### src/rtl/keypad_scanner.sv
// keypad_scanner: 5x4 matrix keypad scanner with press/release debounce and ghost rejection.
// Optional auto-repeat while a key is held: define KEYPAD_REPEAT_EN.
module keypad_scanner #(
    parameter int SCAN_DWELL      = 1000,
    parameter int DEBOUNCE_CYCLES = 200000,
    parameter int REPEAT_DELAY    = 10000000,
    parameter int REPEAT_PERIOD   = 2000000
) (
    input  logic       clock,
    input  logic       reset,
    input  logic [3:0] rows,
    output logic [4:0] cols,
    output logic       newkey,
    output logic [4:0] keycode,
    output logic       keydown
);

    localparam int MAX_A = (SCAN_DWELL > DEBOUNCE_CYCLES) ? SCAN_DWELL : DEBOUNCE_CYCLES;
    localparam int MAX_B = (REPEAT_DELAY > REPEAT_PERIOD) ? REPEAT_DELAY : REPEAT_PERIOD;
    localparam int MAX_P = (MAX_A > MAX_B) ? MAX_A : MAX_B;
    localparam int CW = $clog2(MAX_P + 1);

    localparam logic [CW-1:0] DWELL_LAST = CW'(SCAN_DWELL - 1);
    localparam logic [CW-1:0] DB_LAST    = CW'(DEBOUNCE_CYCLES - 1);
`ifdef KEYPAD_REPEAT_EN
    localparam logic [CW-1:0] RD_LAST    = CW'(REPEAT_DELAY - 1);
    localparam logic [CW-1:0] RP_LAST    = CW'(REPEAT_PERIOD - 1);
`endif

    typedef enum logic [1:0] {
        SCAN,
        PRESS_DB,
        HELD,
        RELEASE_DB
    } state_t;

    state_t        state, state_nx;
    logic [3:0]    sync1, sync2;
    logic [2:0]    col, col_nx, col_adv;
    logic [CW-1:0] dwell, dwell_nx;
    logic [CW-1:0] cnt, cnt_nx;
    logic [3:0]    pat, pat_nx;
    logic [1:0]    row, row_nx;
    logic          newkey_nx, keydown_nx;
    logic [4:0]    keycode_nx;
    logic [2:0]    low_cnt;
    logic [1:0]    low_idx;
`ifdef KEYPAD_REPEAT_EN
    logic [CW-1:0] rep, rep_nx;
    logic          rep_first, rep_first_nx;
`endif

    assign cols    = ~(5'd1 << col);
    assign col_adv = (col == 3'd4) ? 3'd0 : col + 3'd1;

    // Two-flop synchroniser for the asynchronous row inputs.
    always_ff @(posedge clock or negedge reset) begin
        if (!reset) begin
            sync1 <= 4'hF;
            sync2 <= 4'hF;
        end else begin
            sync1 <= rows;
            sync2 <= sync1;
        end
    end

    // Count low rows and remember the index of the last one found.
    always_comb begin
        low_cnt = '0;
        low_idx = '0;
        for (int i = 0; i < 4; i++) begin
            if (!sync2[i]) begin
                low_cnt = low_cnt + 3'd1;
                low_idx = 2'(i);
            end
        end
    end

    // State and datapath registers.
    always_ff @(posedge clock or negedge reset) begin
        if (!reset) begin
            state     <= SCAN;
            col       <= '0;
            dwell     <= '0;
            cnt       <= '0;
            pat       <= 4'hF;
            row       <= '0;
            newkey    <= 1'b0;
            keycode   <= '0;
            keydown   <= 1'b0;
`ifdef KEYPAD_REPEAT_EN
            rep       <= '0;
            rep_first <= 1'b1;
`endif
        end else begin
            state     <= state_nx;
            col       <= col_nx;
            dwell     <= dwell_nx;
            cnt       <= cnt_nx;
            pat       <= pat_nx;
            row       <= row_nx;
            newkey    <= newkey_nx;
            keycode   <= keycode_nx;
            keydown   <= keydown_nx;
`ifdef KEYPAD_REPEAT_EN
            rep       <= rep_nx;
            rep_first <= rep_first_nx;
`endif
        end
    end

    // Next-state logic: scan, debounce press, hold, debounce release.
    always_comb begin
        state_nx   = state;
        col_nx     = col;
        dwell_nx   = dwell;
        cnt_nx     = cnt;
        pat_nx     = pat;
        row_nx     = row;
        newkey_nx  = 1'b0;
        keycode_nx = keycode;
        keydown_nx = keydown;
`ifdef KEYPAD_REPEAT_EN
        rep_nx       = rep;
        rep_first_nx = rep_first;
`endif
        unique case (state)
            SCAN: begin
                if (dwell == DWELL_LAST) begin
                    dwell_nx = '0;
                    if (low_cnt == 3'd1) begin
                        pat_nx   = sync2;
                        row_nx   = low_idx;
                        cnt_nx   = '0;
                        state_nx = PRESS_DB;
                    end else begin
                        col_nx = col_adv;
                    end
                end else begin
                    dwell_nx = dwell + CW'(1);
                end
            end
            PRESS_DB: begin
                if (sync2 != pat) begin
                    cnt_nx   = '0;
                    state_nx = SCAN;
                end else if (cnt == DB_LAST) begin
                    newkey_nx  = 1'b1;
                    keycode_nx = {col, row};
                    keydown_nx = 1'b1;
                    cnt_nx     = '0;
                    state_nx   = HELD;
`ifdef KEYPAD_REPEAT_EN
                    rep_nx       = '0;
                    rep_first_nx = 1'b1;
`endif
                end else begin
                    cnt_nx = cnt + CW'(1);
                end
            end
            HELD: begin
                if (sync2 == 4'hF) begin
                    cnt_nx   = '0;
                    state_nx = RELEASE_DB;
`ifdef KEYPAD_REPEAT_EN
                    rep_nx   = '0;
                end else if (rep == (rep_first ? RD_LAST : RP_LAST)) begin
                    newkey_nx    = 1'b1;
                    rep_nx       = '0;
                    rep_first_nx = 1'b0;
                end else begin
                    rep_nx = rep + CW'(1);
`endif
                end
            end
            RELEASE_DB: begin
                if (sync2 != 4'hF) begin
                    cnt_nx   = '0;
                    state_nx = HELD;
`ifdef KEYPAD_REPEAT_EN
                    rep_nx       = '0;
                    rep_first_nx = 1'b1;
`endif
                end else if (cnt == DB_LAST) begin
                    keydown_nx = 1'b0;
                    cnt_nx     = '0;
                    dwell_nx   = '0;
                    col_nx     = col_adv;
                    state_nx   = SCAN;
                end else begin
                    cnt_nx = cnt + CW'(1);
                end
            end
            default: state_nx = SCAN;
        endcase
    end

endmodule

### config.mk
export PLATFORM = sky130hd
export DESIGN_NAME = keypad_scanner
export DESIGN_NICKNAME = d
export VERILOG_FILES = /design/src/rtl/keypad_scanner.sv
export SDC_FILE = /design/constraint.sdc
export NUM_CORES = 1
export LEC_CHECK = 0
export ABC_AREA = 0
export BUFFER_PORTS_ARGS = -buffer_cell sky130_fd_sc_hd__buf_2
export CAP_MARGIN = 10
export CELL_PAD_IN_SITES_DETAIL_PLACEMENT = 1
export CELL_PAD_IN_SITES_GLOBAL_PLACEMENT = 1
export CORE_ASPECT_RATIO = 1.4
export CORE_UTILIZATION = 30
export DETAILED_ROUTE_END_ITERATION = 8
export GPL_TIMING_DRIVEN = 0
export HOLD_SLACK_MARGIN = 0.1
export PLACE_DENSITY = 0.57
export SYNTH_ARGS = -nofsm -noshare
export SYNTH_HDL_FRONTEND = slang
export SYNTH_SLANG_ARGS = --single-unit
export TNS_END_PERCENT = 20
### constraint.sdc
create_clock -name clock -period 2.9 [get_ports clock]
set_input_delay 0 -clock clock [delete_from_list [all_inputs] [get_ports clock]]
set_output_delay 0 -clock clock [all_outputs]
set_load 0.02 [all_outputs]
After elaboration in Yosys (flattened, before gate mapping)
Cells that the tools add are included.
Cells by class
  add/subtract/negate cells: 6
  equality and inequality tests: 20
  shifts and indexed selects: 1
  muxes and demuxes: 40
  bitwise gates (word level): 2
  reduce and logical (&&, ||, !) cells: 10
Operators with widths (number)
  $mux W24: 9
  $pmux W24 S4: 1
  $add A24 B1 Y24 const B: 2
  $pmux W24 S2: 1
  $eq A24 B10 Y1 const B: 1
  $eq A24 B18 Y1 const B: 1
  $mux W3: 8
  $mux W2: 9
  $ne A2 B2 Y1 const B: 8
  $reduce_and A5 Y1: 3
  $add A3 B1 Y3 const B: 4
  $reduce_and A3 Y1: 4
  $mux W1: 9
  $pmux W2 S4: 1
  $ne A3 B3 Y1 const B: 2
  $pmux W3 S2: 1
  $not A5 Y5: 1
  $shl A1 B3 Y5 const A: 1
  $eq A2 B2 Y1 const B: 2
  $eq A4 B4 Y1 const B: 1
  $ne A4 B4 Y1: 1
  $ne A4 B4 Y1 const B: 1
  $reduce_bool A2 Y1: 2
  $eq A3 B1 Y1 const B: 1
  other kinds (5): 5
Word-level totals
  bits in registers: 74
  output and inout port bits: 12
  word-level logic and storage cells: 90

Longest topological paths before layout
Gate-level depths: netlist of run 1.
  word-level depth: 11
  depth in mapped cells: 11
  mapped depth without buffers: 10

Worst setup path before layout of run 1
No wires, ideal clock.
  kind: flip-flop to flip-flop
  from: register sync2[1]
  to: register cnt[0]
  arrival time: 2.598 ns
  path slack: 0.236 ns
  cell stages (with the launch flop): 12
  path buffers: 1
  period minus slack after synthesis: 2.664 ns
  cells stage by stage: dfstp_2 -> inv_1 -> ha_1 -> xor2_1 -> inv_1 -> ha_1 -> nor2_1 -> a221oi_1 -> nor4b_2 -> nor3_2 -> buf_6 -> mux2_2
On the way
  longest elaborated chain between the ends: 8
Ends and longest elaborated chain
  start: declaration: line 38  | logic [3:0] sync1, sync2;
  start signal: assignment: line 63  | sync2 <= sync1;
  $mux W3: line 72  | if (!sync2[i]) begin
  $add A3 B1 Y3: line 73  | low_cnt = low_cnt + 3'd1;
  $mux W3: line 72
  $add A3 B1 Y3: line 73
  $mux W3: line 72
  $eq A3 B1 Y1: line 131  | if (low_cnt == 3'd1) begin
  $ne A2 B2 Y1 (no source line)
  $reduce_and A3 Y1 (no source line)
  end signal: assignment: line 99  | cnt <= cnt_nx;
  end: declaration: line 41  | logic [CW-1:0] cnt, cnt_nx;
Parallel ways exist; a longest one is shown, timed or not.
A chain may end at the register's enable or synchronous reset.

Worst setup path in the final report of run 1
  from: register sync2[1]
  to: register cnt[6]
Same word-level chain as after synthesis.

==> results of run 1 <==
state kept, by name (all words and copies together) (netlist names):
name	count
cnt	24
col	3
dwell	24
keycode	5
keydown	1
newkey	1
pat	4
row	2
state	2
sync1	4
sync2	4
cells in the mapped netlist (all sizes together) (6+ instances only):
cell	instances	area, µm²
clkbuf	12	55.1
nand4	14	87.6
and3	7	46.3
a21oi	9	45.0
and4	11	96.3
mux2	14	158
a211o	12	108
a22o	6	52.6
inv	17	63.8
ha	11	138
nor4b	7	82.6
nor3	12	65.1
dfrtp	62	1550
nor2	23	86.3
nand2	38	143
dfstp	12	315
nor4	15	93.8
xor2	7	61.3
nand3	26	130
a31oi	25	156
o21ai	13	65.1
buf	13	120
a41oi	7	61.3
cells by family after synthesis:
logic type               after synthesis
adder cells (fa/ha/maj)               11
AND/OR/NAND/NOR                      185
XOR/XNOR                              12
flip-flops                            74
buffers and inverters                 42
AO/OA/AOI/OAI                         92
multiplexers                          15
report_power, final:
part           total [mW]  internal (mW)  switching (mW)
Combinational      0.0908         0.0417          0.0491
Sequential           1.05           1.04         0.00470
Clock                1.26          0.822           0.436
area by class of cell:
class / instances / area (µm²)
Buffer: 25 / 175
Inverter: 17 / 63.8
Clock inverter: 4 / 72.6
Multi-Input combinational cell: 315 / 2230
Clock buffer: 12 / 267
Sequential cell: 74 / 1870
Tap cell: 185 / 231
Timing Repair Buffer: 36 / 278
Fill cell: 1660 / 8730
repair_timing:
item | CTS | global route
endpoints found under the hold margin | 66 | 0
pin swaps | 5 | 7
hold buffers | 6 | 0
resized for setup | 5 | 7
buffers inserted | 8 | 5
endpoints found under the setup margin | 43 | 22
critical path: cells and delay by family (launching register included):
family,cells,cell delay [ps]
XOR/XNOR,2,300
AND/OR/NAND/NOR,3,620
adder cells (fa/ha/maj),2,450
flip-flops,1,530
AO/OA/AOI/OAI,1,370
buffers and inverters,4,390
worst min path at each step:
stage                       start  endpoint  slack (ps)  depth (start not counted)
final                       reset  dwell[7]         210                          3
after floorplan             reset    cnt[0]        -300                          0
after detailed placement    reset  dwell[9]        -100                          1
after CTS                   reset  dwell[5]         220                          3
after global routing        reset  dwell[7]         260                          3
after global placement    rows[2]  sync1[2]         110                          1
layer usage:
metal	global-route usage (%)	up-vias	part of all wire, %
li1	-	1729	-
met4	7.34	0	2.3
met5	0	-	0
met2	31.6	30	52
met3	2.74	21	1.5
met1	21.6	1864	45
==> impl_metrics.ini, run 1 <==
[clocking]
cts_root_buf = clkbuf_16
clock_insertion_delay_worst_skew_ps = 340
htree_num_levels = 3
numCtsBuffers = 9
worst_setup_hold_path_clk_slew_ps = 60
cts_num_sinks = 74
cts_max_path_buffers = 2
tritoncts = built

[floorplan]
io_pins = 18
start_util_pct = 30.7
dieArea_um2 = 14700
core_region_area_um2 = 13900
die_h_um = 143
row_count = 51
chipWidth_um = 103

[finish]
post_layout_instance_area_um2 = 5180
final_core_util_pct = 37.3
diodes = 0
areaGrowthSynthToFinish_pct = 21.5
layoutNonFillerInstCount = 668
nets = 495
layout_commonest_cell = dfrtp_1
drive_gt1_share_pct = 23.6
most-common-layout-cells = 62 x dfrtp_1, 37 x nand2_1, 26 x nand3_1

[route]
dr.first_iter.drc_count = 112
routed_wire_length_per_instance_um = 18.0
avgViaCountPerCell = 5.46
detail-route-antenna-nets = 0
via_count = 3644
drt_pre_antenna_iters = 4
wirelength_um = 12000
route.detailed.drc = 0

[placed_design]
dp_hpwl_um = 8380
dp.cells = 634
finalWeightedCongestion = 0.780
postPlaceCellArea_um2 = 4610
pre_cts_setup_slack_ps = -537
placement.io_buffers = 17

[synthesis]
ys_warn_count = 0
synthesis.instances = 431
synth_cell_type_count = 63
post_synth_mux_area_share_pct = 3.93
syn-num-nets = 448
asyncSetResetFlopFracSynth_pct = 100
synth_area_per_inst_um2 = 9.90
combinational_family_with_the_most_area_after_synthesis = simple AND/OR/NAND/NOR gates
yosys.area_share.xor_xnor_pct = 2.46
yosys_register_bits = 74
synth_enable_flop_cells = 0
synth_compound_gate_area_share_pct = 15.5
ys_seq_area_share_pct = 43.8
synth_top_flop_cell = dfrtp_1
synthSimpleGateAreaFrac_pct = 25.5
netlist_area_um2 = 4270
synth_adder_area_share_pct = 3.23

[timing]
layout_worst_path_cycle_share_pct = 95.9
max-slew-margin-rel_pct = 26.2
final.setup.tns_ps = 0
final_critical_path_setup_slack_ps = 119
worst_slew_pin_slew_ps = 1100
hold_viol = 0
slew_violations = 0
clock_skew_ps = 6.03
fmax_mhz = 360
setup_violations = 0
hold_slack_ps = 208
period_needed_ps = 2780

[global_route]
globalRouteOverflowTotal = 0
grt_util_all_layers_pct = 18.0
grt_start_max_net_pins = 59
first_pass_grt_wire_length_um = 20100
first_global_vias = 3817
grt_antenna_before_repair = 0

[run_status]
result_of_the_run = complete, no violations

[worst_setup_path]
crit_path_max_incr_delay_ps = 530
cpMaxStageDelayCell = dfstp_2
crit_required_ps = 3120
crit_start = sync2[1]
critical_path_end_type = flip-flop
cp_max_fo = 5
crit_end = cnt[6]
worstReg2RegStart = sync2[1]
setup.reg_to_reg.worst_slack_ps = 120
critical_path.cell_chain = inv_2, ha_4, xor2_2, inv_1, ha_2, and2b_2, xnor2_4, nor4b_4, nor3_4, buf_12, buf_4, a221o_2
depth_of_the_worst_register_to_register_path = 12
regToRegEndpoint = cnt[6]
arrival_ps = 3000
start_kind = flip-flop
critPathKind = flip-flop to flip-flop

[power_and_ir_drop]
power.leakage_nw = 2.31
irDropWorstVdd_v = 0.000297
finalPower_mw = 2.40
p_per_area_nw_per_um2 = 462

[worst_hold_path]
worst_min_path_class = primary input to async pin

[flow_run]
timing.max_cap.violations = 0
Power figures use the tool's default switching activity.
==> inputs of run 2 (changes only) <==
--- a/config.mk
+++ b/config.mk
@@ -11,11 +11,13 @@
 export CELL_PAD_IN_SITES_DETAIL_PLACEMENT = 1
 export CELL_PAD_IN_SITES_GLOBAL_PLACEMENT = 1
 export CORE_ASPECT_RATIO = 1.4
+export CORE_MARGIN = 2
 export CORE_UTILIZATION = 30
 export DETAILED_ROUTE_END_ITERATION = 8
 export GPL_TIMING_DRIVEN = 0
 export HOLD_SLACK_MARGIN = 0.1
 export PLACE_DENSITY = 0.57
+export RECOVER_POWER = 50
 export SYNTH_ARGS = -nofsm -noshare
 export SYNTH_HDL_FRONTEND = slang
 export SYNTH_SLANG_ARGS = --single-unit
==> run 2 against run 1 <==
Net effect:
- the run now ends with capacitance limit, slew limit left
- critical path type unchanged
- count of clock-buffer cells in the layout is 1 higher
- sequential share of layout area is 0.41 points higher
- die area is 3.4% higher
- register-to-register slack worse by 20 ps
- final cell count is 0.15% higher
- clock power is 14% lower
- total power is 7.1% lower
==> impl_metrics.ini, run 2 (synthesized netlist as in run 1, its figures left out) <==
[floorplan]
row_count = 51
die_h_um = 145
start_util_pct = 30.7
io_pins = 18
core_region_area_um2 = 13900
chipWidth_um = 105
dieArea_um2 = 15200

[clocking]
cts_max_path_buffers = 2
cts_num_sinks = 74
tritoncts = built
numCtsBuffers = 9
htree_num_levels = 3
clock_insertion_delay_worst_skew_ps = 330
worst_setup_hold_path_clk_slew_ps = 60
cts_root_buf = clkbuf_16

[finish]
areaGrowthSynthToFinish_pct = 20.1
largest_registers = cnt x24, dwell x24, keycode x5
post_layout_instance_area_um2 = 5120
most-common-layout-cells = 62 x dfrtp_1, 38 x nand2_1, 26 x nand3_1
nFillCells = 1631
layout_commonest_cell = dfrtp_1
drive_gt1_share_pct = 22.3
nets = 496
diodes = 0

[timing]
fmax_mhz = 357
final_critical_path_setup_slack_ps = 95.2
final.setup.tns_ps = 0
hold_viol = 0
layout_worst_path_cycle_share_pct = 96.7
max-slew-margin-rel_pct = -7.08
slew_violations = 27
setup_violations = 0
period_needed_ps = 2800
clock_skew_ps = 5.88
hold_slack_ps = 319
worst_slew_pin_slew_ps = 1610

[worst_setup_path]
cpMaxStageDelayCell = dfstp_2
critPathKind = flip-flop to flip-flop
critical_path_end_type = flip-flop
start_kind = flip-flop
critPathMostFrequentCell = inv_1
arrival_ps = 3020
crit_required_ps = 3110
cp_max_fo = 4
crit_path_max_incr_delay_ps = 540
critical_path.cell_chain = inv_1, ha_4, xor2_2, inv_1, ha_1, and2b_2, xnor2_4, nor4b_4, nor3_4, buf_2, a221o_2

[global_route]
grt_start_max_net_pins = 49
grt_antenna_before_repair = 0
globalRouteOverflowTotal = 0
first_pass_grt_wire_length_um = 20100
first_global_vias = 3738
grt_util_all_layers_pct = 16.5

[power_and_ir_drop]
irDropWorstVdd_v = 0.000228
finalPower_mw = 2.23
power.leakage_nw = 2.28
p_per_area_nw_per_um2 = 434

[placed_design]
postPlaceCellArea_um2 = 4610
placement.io_buffers = 17
finalWeightedCongestion = 0.784
dp_hpwl_um = 8390
pre_cts_setup_slack_ps = -492

[route]
routed_wire_length_per_instance_um = 18.4
detail-route-antenna-nets = 0
wirelength_um = 12300
avgViaCountPerCell = 5.44
dr.first_iter.drc_count = 133
route.detailed.drc = 0
via_count = 3641
drt_pre_antenna_iters = 4

[run_status]
violations = capacitance limit, slew limit
result_of_the_run = finished with violations

[worst_hold_path]
worst_min_path_class = primary input to flip-flop

[flow_run]
timing.max_cap.violations = 1
==> run 2: worst paths after layout <==
| check | start | end | slack (ps) | depth (start not counted) |
|---|---|---|---|---|
| max | sync2[1] | cnt[6] | 100 | 11 |
| min | rows[1] | sync1[1] | 320 | 2 |
| max reg2reg | sync2[1] | cnt[6] | 100 | 11 |
| min reg2reg | sync1[2] | sync2[2] | 360 | 0 |
| max in group asynchronous | reset | pat[1] | 1290 | 3 |
| min in group asynchronous | reset | keycode[0] | 620 | 2 |
==> run 2: metal layers <==
layer	vias up	GRT usage (%)	share of wire, %
li1	1735	-	-
met3	14	2.88	1.7
met5	-	0	0
met2	33	29.2	53
met1	1859	19.8	44
met4	0	6.20	1.5
==> run 2: final cells by class <==
class                      count  area, µm²  share of cell area, %
timing repair buffer          37        269                   5.25
multi-input combinational    315       2240                   43.7
tap                          185        231                   4.52
inverter                      17       63.8                   1.25
clock buffer                  13        240                   4.69
sequential                    74       1870                   36.4
clock inverter                 3       40.0                  0.781
buffer                        25        175                   3.42
==> run 2: worst max-delay path, delay by kind of cell (launching register included) <==
| family | cells | cell delay [ps] |
|---|---|---|
| AO/OA/AOI/OAI | 1 | 390 |
| XOR/XNOR | 2 | 320 |
| adder cells (fa/ha/maj) | 2 | 460 |
| buffers and inverters | 3 | 320 |
| flip-flops | 1 | 540 |
| AND/OR/NAND/NOR | 3 | 650 |
==> run 2: power breakdown <==
group	switching, mW	leakage [nW]	total (mW)	internal [mW]
sequential	0.00502	0.978	1.05	1.04
clock	0.419	0.138	1.08	0.665
combinational	0.0522	1.16	0.0933	0.0411
==> run 2: timing repair <==
item	in CTS	in global routing
hold buffers	5	0
resized for setup	10	3
pin swaps	5	5
cloned	2	0
buffers inserted	9	3
setup endpoints to repair	44	16
endpoints found under the hold margin	74	0
==> run 2: stage by stage <==
stage	util, %	std cells
after CTS	36.6	666
final	36.8	669
after floorplan	-	431
after global routing	36.8	669
after detailed placement	33.2	634
after global placement	32.9	633
